**src/rtl/result_stream_buffer.sv**
```systemverilog
// rtl/result_stream_buffer.sv - show-ahead elastic buffer for the 20-bit result stream
//
// Purpose:
//   Captures the upstream combinational stage's result word under a
//   valid/ready handshake. Holds it in a DEPTH-entry show-ahead FIFO.
//   Keeps a saturating count of accepted words. When RESULT_SIG_EN is
//   defined, it also folds every accepted word into a running signature.
//
// Optional feature macro: RESULT_SIG_EN
//   defined     : signature <= rotl1(signature) ^ input_data on each push
//   not defined : no signature register; signature output tied to 0
//
// Ports:
//   clk          in   rising-edge clock
//   rst_n        in   asynchronous active-low reset
//   clr          in   synchronous flush of FIFO, counter and signature
//   in_valid     in   upstream word present
//   in_ready     out  buffer can accept a word (registered state only)
//   input_data   in   DATA_W word from the upstream stage
//   out_valid    out  head word available
//   out_ready    in   consumer accepts the head word
//   output_data  out  head word (0 when empty)
//   level        out  occupancy 0..DEPTH
//   accepted_cnt out  saturating count of accepted words
//   signature    out  running signature (0 when feature disabled)

module result_stream_buffer #(
   parameter int DATA_W = 20,
   parameter int DEPTH  = 4,
   parameter int CNT_W  = 16
) (
   input  logic                     clk,
   input  logic                     rst_n,
   input  logic                     clr,
   input  logic                     in_valid,
   output logic                     in_ready,
   input  logic [DATA_W-1:0]        input_data,
   output logic                     out_valid,
   input  logic                     out_ready,
   output logic [DATA_W-1:0]        output_data,
   output logic [$clog2(DEPTH):0]   level,
   output logic [CNT_W-1:0]         accepted_cnt,
   output logic [DATA_W-1:0]        signature
);

   localparam int PTR_W = $clog2(DEPTH);
   localparam int LVL_W = PTR_W + 1;

   logic [DATA_W-1:0] r_mem [DEPTH];
   logic [PTR_W-1:0]  r_wr_ptr;
   logic [PTR_W-1:0]  r_rd_ptr;
   logic [LVL_W-1:0]  r_level;
   logic [CNT_W-1:0]  r_cnt;

   logic              w_in_ready;
   logic              w_out_valid;
   logic              w_push;
   logic              w_pop;

   // Both flags depend only on the registered level. A pop in a full cycle
   // therefore never opens the input in that same cycle.
   assign w_in_ready  = (r_level != LVL_W'(DEPTH));
   assign w_out_valid = (r_level != '0);
   assign w_push      = in_valid  && w_in_ready;
   assign w_pop       = w_out_valid && out_ready;

   assign in_ready     = w_in_ready;
   assign out_valid    = w_out_valid;
   assign level        = r_level;
   assign accepted_cnt = r_cnt;

   // Show-ahead read. Zero is forced when empty, so stale storage never leaks out.
   assign output_data  = w_out_valid ? r_mem[r_rd_ptr] : '0;

   // Storage needs no reset. Its contents are only observed through valid entries.
   always_ff @(posedge clk) begin
      if (w_push && !clr) begin
         r_mem[r_wr_ptr] <= input_data;
      end
   end

   always_ff @(posedge clk or negedge rst_n) begin
      if (!rst_n) begin
         r_wr_ptr <= '0;
         r_rd_ptr <= '0;
         r_level  <= '0;
         r_cnt    <= '0;
      end else if (clr) begin
         // Flush wins over any push/pop presented in the same cycle.
         r_wr_ptr <= '0;
         r_rd_ptr <= '0;
         r_level  <= '0;
         r_cnt    <= '0;
      end else begin
         if (w_push) begin
            r_wr_ptr <= r_wr_ptr + PTR_W'(1);
            if (r_cnt != {CNT_W{1'b1}}) begin
               r_cnt <= r_cnt + CNT_W'(1);
            end
         end
         if (w_pop) begin
            r_rd_ptr <= r_rd_ptr + PTR_W'(1);
         end
         if (w_push && !w_pop) begin
            r_level <= r_level + LVL_W'(1);
         end else if (w_pop && !w_push) begin
            r_level <= r_level - LVL_W'(1);
         end
      end
   end

`ifdef RESULT_SIG_EN
   logic [DATA_W-1:0] r_sig;

   always_ff @(posedge clk or negedge rst_n) begin
      if (!rst_n) begin
         r_sig <= '0;
      end else if (clr) begin
         r_sig <= '0;
      end else if (w_push) begin
         r_sig <= {r_sig[DATA_W-2:0], r_sig[DATA_W-1]} ^ input_data;
      end
   end

   assign signature = r_sig;
`else
   assign signature = '0;
`endif

endmodule

```
**config.mk**
```make
export PLATFORM = sky130hd
export DESIGN_NAME = result_stream_buffer
export DESIGN_NICKNAME = d
export VERILOG_FILES = /design/src/rtl/result_stream_buffer.sv
export SDC_FILE = /design/constraint.sdc
export NUM_CORES = 1
export LEC_CHECK = 0
export ABC_AREA = 1
export CAP_MARGIN = 40
export CORE_MARGIN = 2
export CORE_UTILIZATION = 25
export CTS_BUF_LIST = sky130_fd_sc_hd__clkbuf_4
export DETAILED_ROUTE_END_ITERATION = 6
export GPL_ROUTABILITY_DRIVEN = 0
export GPL_TIMING_DRIVEN = 0
export PLACE_DENSITY = 0.44
export SYNTH_ARGS = -nofsm -noshare
export SYNTH_HDL_FRONTEND = slang
export SYNTH_SLANG_ARGS = --single-unit
```
**constraint.sdc**
```tcl
create_clock -name clk -period 2 [get_ports clk]
set_input_delay 0.2 -clock clk [delete_from_list [all_inputs] [get_ports clk]]
set_output_delay 0.2 -clock clk [all_outputs]
set_load 0.03 [all_outputs]
```
## Word level (Yosys, flattened, before mapping)

Memories as Yosys holds them, arrays and structs flattened.
Cells that the tools add are included.

| storage, ports and cells | value |
|---|---|
| flip-flop bits (word level) | 23 |
| latch bits | 0 |
| memory bits (writable) | 80 |
| ROM bits | 0 |
| word-level logic and storage cells | 39 |
| memories | 1 |

| operators by class | value |
|---|---|
| add/sub/neg operators | 5 |
| multipliers | 0 |
| divide/modulo/power cells | 0 |
| $lt $le $gt $ge | 0 |
| equality and inequality tests | 2 |
| shifts and indexed selects | 0 |
| multiplexer cells | 13 |
| bitwise gates (word level) | 0 |
| reduce and logical (&&, ||, !) cells | 14 |

Memory list:

| name | words | bits a word | read ports | clocked after Yosys merged registers in | write ports | line | text |
|---|---|---|---|---|---|---|---|
| r_mem | 4 | 20 | 1 | 0 | 1 | 49 | `logic [DATA_W-1:0] r_mem [DEPTH];` |

Operator list:

| operator | count |
|---|---|
| 2-to-1 mux 16 bit | 3 |
| 2-to-1 mux 20 bit | 1 |
| adder 16 x 1 -> 16 bit, second input constant | 1 |
| inequality test 16 bit, second input constant | 1 |
| 2-to-1 mux 3 bit | 3 |
| 2-to-1 mux 2 bit | 4 |
| nonzero test 2 bit | 3 |
| nonzero test 3 bit | 2 |
| logical AND 1 bit | 5 |
| adder 2 x 1 -> 2 bit, second input constant | 2 |
| adder 3 x 1 -> 3 bit, second input constant | 1 |
| logical NOT 1 bit | 3 |
| inequality test 3 bit, second input constant | 1 |
| subtractor 3 x 1 -> 3 bit, second input constant | 1 |
| 2-to-1 mux 1 bit | 2 |
| AND reduction 2 bit | 1 |

## Logic depth before layout (Yosys ltp)

| depth | value |
|---|---|
| word-level depth | 7 |
| mapped depth | 12 |
| mapped depth without buffers | 12 |

## Least setup slack after synthesis

Ideal clock, no wire load.

| timing | value |
|---|---|
| kind | register to register |
| start | register r_level[0], in the netlist level[0] |
| end | memory r_mem[0][0] (enable) |
| arrival time | 2.286 ns |
| data required time | 1.603 ns |
| setup slack | -0.683 ns |
| cell stages (with the launch flop) | 7 |
| buffers on the path | 0 |
| path through | dfrtp_1 -> inv_1 -> nand3_1 -> nand2_1 -> nor2_1 -> inv_1 -> nor2_1 |

| on the way | value |
|---|---|
| word-level cells in the longest chain between the ends | 5 |

RTL lines:

| item | line | text |
|---|---|---|
| start, declared | 52 | `logic [LVL_W-1:0] r_level;` |
| start signal, assigned | 105 | `r_level <= r_level + LVL_W'(1);` |
| start signal, assigned | 107 | `r_level <= r_level - LVL_W'(1);` |
| inequality test 3 bit | 62 | `assign w_in_ready = (r_level != LVL_W'(DEPTH));` |
| named net in_ready | 36 | `output logic in_ready,` |
| logical AND 1 bit | 64 | `assign w_push = in_valid && w_in_ready;` |
| logical AND 1 bit | 77 | `if (w_push && !clr) begin` |
| 2-to-1 mux 1 bit | 77 |  |
| 2-to-1 mux 1 bit (implied by the code) | 78 | `r_mem[r_wr_ptr] <= input_data;` |
| end, declared | 49 |  |

The timed path passes the listed nets, and every way through them passes these cells.

## Worst setup path after layout

| timing | value |
|---|---|
| start | register r_rd_ptr[0] |
| end | output port output_data[17] |

| on the way | value |
|---|---|
| word-level cells in the longest chain between the ends | 2 |

RTL lines:

| item | line | text |
|---|---|---|
| start, declared | 51 | `logic [PTR_W-1:0] r_rd_ptr;` |
| start signal, assigned | 102 | `r_rd_ptr <= r_rd_ptr + PTR_W'(1);` |
| memory read (4 x 20 bit) | -- |  |
| 2-to-1 mux 20 bit | 73 | `assign output_data = w_out_valid ? r_mem[r_rd_ptr] : '0;` |
| end, declared | 40 | `output logic [DATA_W-1:0] output_data,` |

No other way between the ends.

==> results.json <==
{
  "power_density_nw_per_um2": 948,
  "max_freq_ghz": 0.493,
  "die_h_um": 142,
  "power_switching_uw": 2400,
  "area_delta_synth_final_pct": 33.9,
  "drtAntennaViolNets": 0,
  "rsz0062_at_grt": "yes",
  "power_leakage_uw": 0.00249,
  "final_layout_size_suffix_gt1_share_pct": 22.6,
  "start_util_pct": 25.5,
  "max-clock-path-buffers": 2,
  "critical_path.max_fanout": 10,
  "power_frac_seq_pct": 41.8,
  "reg2reg_from": "level[0]$_DFFE_PN0P_",
  "yosys_warnings": 0,
  "wirelength_um": 12900,
  "yosys.area.top_type_share_pct": 50.2,
  "grt_start_max_net_pins": 18,
  "synth-edff-count": 80,
  "chipWidth_um": 142,
  "pre_cts_slack_ns": -0.507,
  "tritoncts": "done",
  "status": "complete, but fails checks",
  "hold_slack_ns": 0.0547,
  "cts-root-buf": "clkbuf_4",
  "period_minus_slack_ns": 2.03,
  "place_area_um2": 5870,
  "relSlewSlack_pct": 60.7,
  "maxSlewViolCount": 0,
  "fin_crit_sh_pct": 101,
  "synth_most_common_cell": "nor2_1",
  "p_sw_share_pct": 39.4,
  "hold_viol_final": 0,
  "worst-setup-path-type": "register to primary output",
  "cp_slowest_cell": "dfrtp_2",
  "required_ns": 1.80,
  "synth-main-ff-cell": "edfxtp_1",
  "synth_largest_area_cell": "edfxtp_1",
  "port_buffers": 64,
  "grt_overflow_total": 0,
  "ys_ff_latch": 103,
  "crit_buf_inv": 2,
  "maxCapViolCount": 0,
  "design_area_um2": 6410,
  "tightestPinTransition_ns": 0.590,
  "async_flop_share_pct": 22.3,
  "hp-class": "input port to asynchronous set/reset pin",
  "path_clk_slew_ns": 0.16,
  "seq_area_frac_synth_pct": 62.3,
  "vias": 3624,
  "die_area_um2": 20300,
  "htreeDepth": 3,
  "drc": 0,
  "power.share.clock_pct": 16.1,
  "synthCells": 474,
  "clock-sinks": 103,
  "grt_util_all_layers_pct": 13.2,
  "core_area_um2": 18800,
  "arrival_ns": 1.83,
  "clock_latency_ns": 0.47,
  "power.internal_uw": 3680,
  "antenna_found_initial": 1,
  "startpoint": "r_rd_ptr[0]$_DFFE_PN0P_",
  "critical_path.cell_chain": "clkbuf_8 > nor2_1 > nor2_1 > o21ai_0 > a21oi_1 > buf_4",
  "critPathMaxStageDelay_ns": 0.53,
  "nets": 620,
  "via_per_inst": 4.38,
  "netlist_area_um2": 4780,
  "yosys-top-cells-count": "nor2_1, edfxtp_1, nand2_1",
  "dp_hpwl_um": 8060,
  "num_rows": 50,
  "clock_skew_ns": 0.0174,
  "fin_tns_setup_ns": -0.0394,
  "violations": "negative setup slack",
  "pin_count": 86,
  "dr.pass1.iters": 4,
  "grt_pass1_wl_um": 19800,
  "ir_drop_uv": 343,
  "crit_family": "flip-flops",
  "crit_path_end_kind": "primary output",
  "power_frac_comb_pct": 42.1,
  "synth.distinct_cells": 28,
  "cp_common_cell": "nor2_1",
  "drt_iter0_markers": 181,
  "setup_viol": 2,
  "numCtsBuffers": 9,
  "wl_per_cell_um": 15.5,
  "grt_pass1_vias": 3573,
  "final_util_pct": 34.1,
  "layout_setup_ws_ns": -0.0267,
  "syn_avg_cell_area_um2": 10.1,
  "synthTopCellsByArea": "edfxtp_1, dfrtp_1, nor2_1, o21ai_0, nand2_1",
  "start_kind": "register"
}
-- cell type report --
type                    instances  area, um^2
flip-flops and latches        103        2980
multi-input cells             320        1630
well taps                     234         293
inverters                      35         148
repair buffers                 82         870
clock buffers                   9        67.6
plain buffers                  38         367
fillers                      1896       12400
diodes                          1        2.50
clock inverters                 6        45.0
-- cells in the final DEF, fill, tap and decap left out, types with 2 or more instances in the layout --
cell	n
a21oi_1	18
a21oi_2	4
buf_12	9
buf_2	4
buf_4	42
buf_6	4
buf_8	5
clkbuf_4	11
clkbuf_8	8
clkdlybuf4s50_1	41
clkinv_1	2
clkinv_4	3
clkinvlp_4	2
conb_1	20
dfrtp_1	18
dfrtp_2	5
dlymetal6s2s_1	2
edfxtp_1	80
ha_1	5
inv_1	29
nand2_1	58
nand2_2	6
nand2_4	2
nand3_1	18
nand3_4	2
nand4_1	5
nor2_1	98
nor2_2	3
nor2_4	10
nor3_1	2
o21ai_0	28
o21ai_1	23
o21ai_2	7
xor2_1	7
-- flip-flops by register name, summed over array words and instances (netlist names) --
name	count
r_rd_ptr	2
accepted_cnt	16
r_mem	80
level	3
r_wr_ptr	2
-- cell families after synthesis --
kind of cell	synth area share, %
AOI/OAI and AO/OA	9.08
xor gates and xnor gates	1.46
adders and majority gates	1.73
buffers and inverters	7.87
DFF	62.3
other	0.0784
and+or+nand+nor	17.5
-- metal layers --
metal | global-route usage, % | part of all wire, % | up-vias
li1 | - | - | 1776
met1 | 16.5 | 45 | 1742
met2 | 23.0 | 49 | 98
met3 | 3.40 | 5.0 | 8
met4 | 2.81 | 0.76 | 0
met5 | 0 | 0 | -
-- power by group through the flow --
stage	clock, uW	sequential (uW)	combinational (uW)
after floorplan	0	2610	1310
after global routing	1090	2560	2760
after global placement	0	2560	2270
after CTS	1020	2530	2390
after detailed placement	0	2560	2300
final	977	2540	2560
-- repair_timing --
action,in CTS,in global routing
setup buffers,13,4
pin swaps,10,5
setup endpoints to repair,103,115
gates resized for setup,158,65
gates cloned,4,0
hold buffers,0,0
-- final timing paths --
kind	cells past startpoint	end	slack [ns]
max reg2reg	8	r_mem[0][6]$_DFFE_PP_	0.18
min in group clk	4	accepted_cnt[4]$_DFFE_PN0P_	0.11
min	1	accepted_cnt[9]$_DFFE_PN0P_	0.05
max	6	output_data[17]	-0.03
max in group asynchronous	2	r_rd_ptr[0]$_DFFE_PN0P_	1.45
min reg2reg	2	accepted_cnt[8]$_DFFE_PN0P_	0.61
-- through the flow --
stage,power [uW],instances
finish,6070,828
global route,6400,828
CTS,5940,823
detailed placement,4860,792
global placement,4830,791
floorplan,3920,493
(Power assumes the default switching activity.)
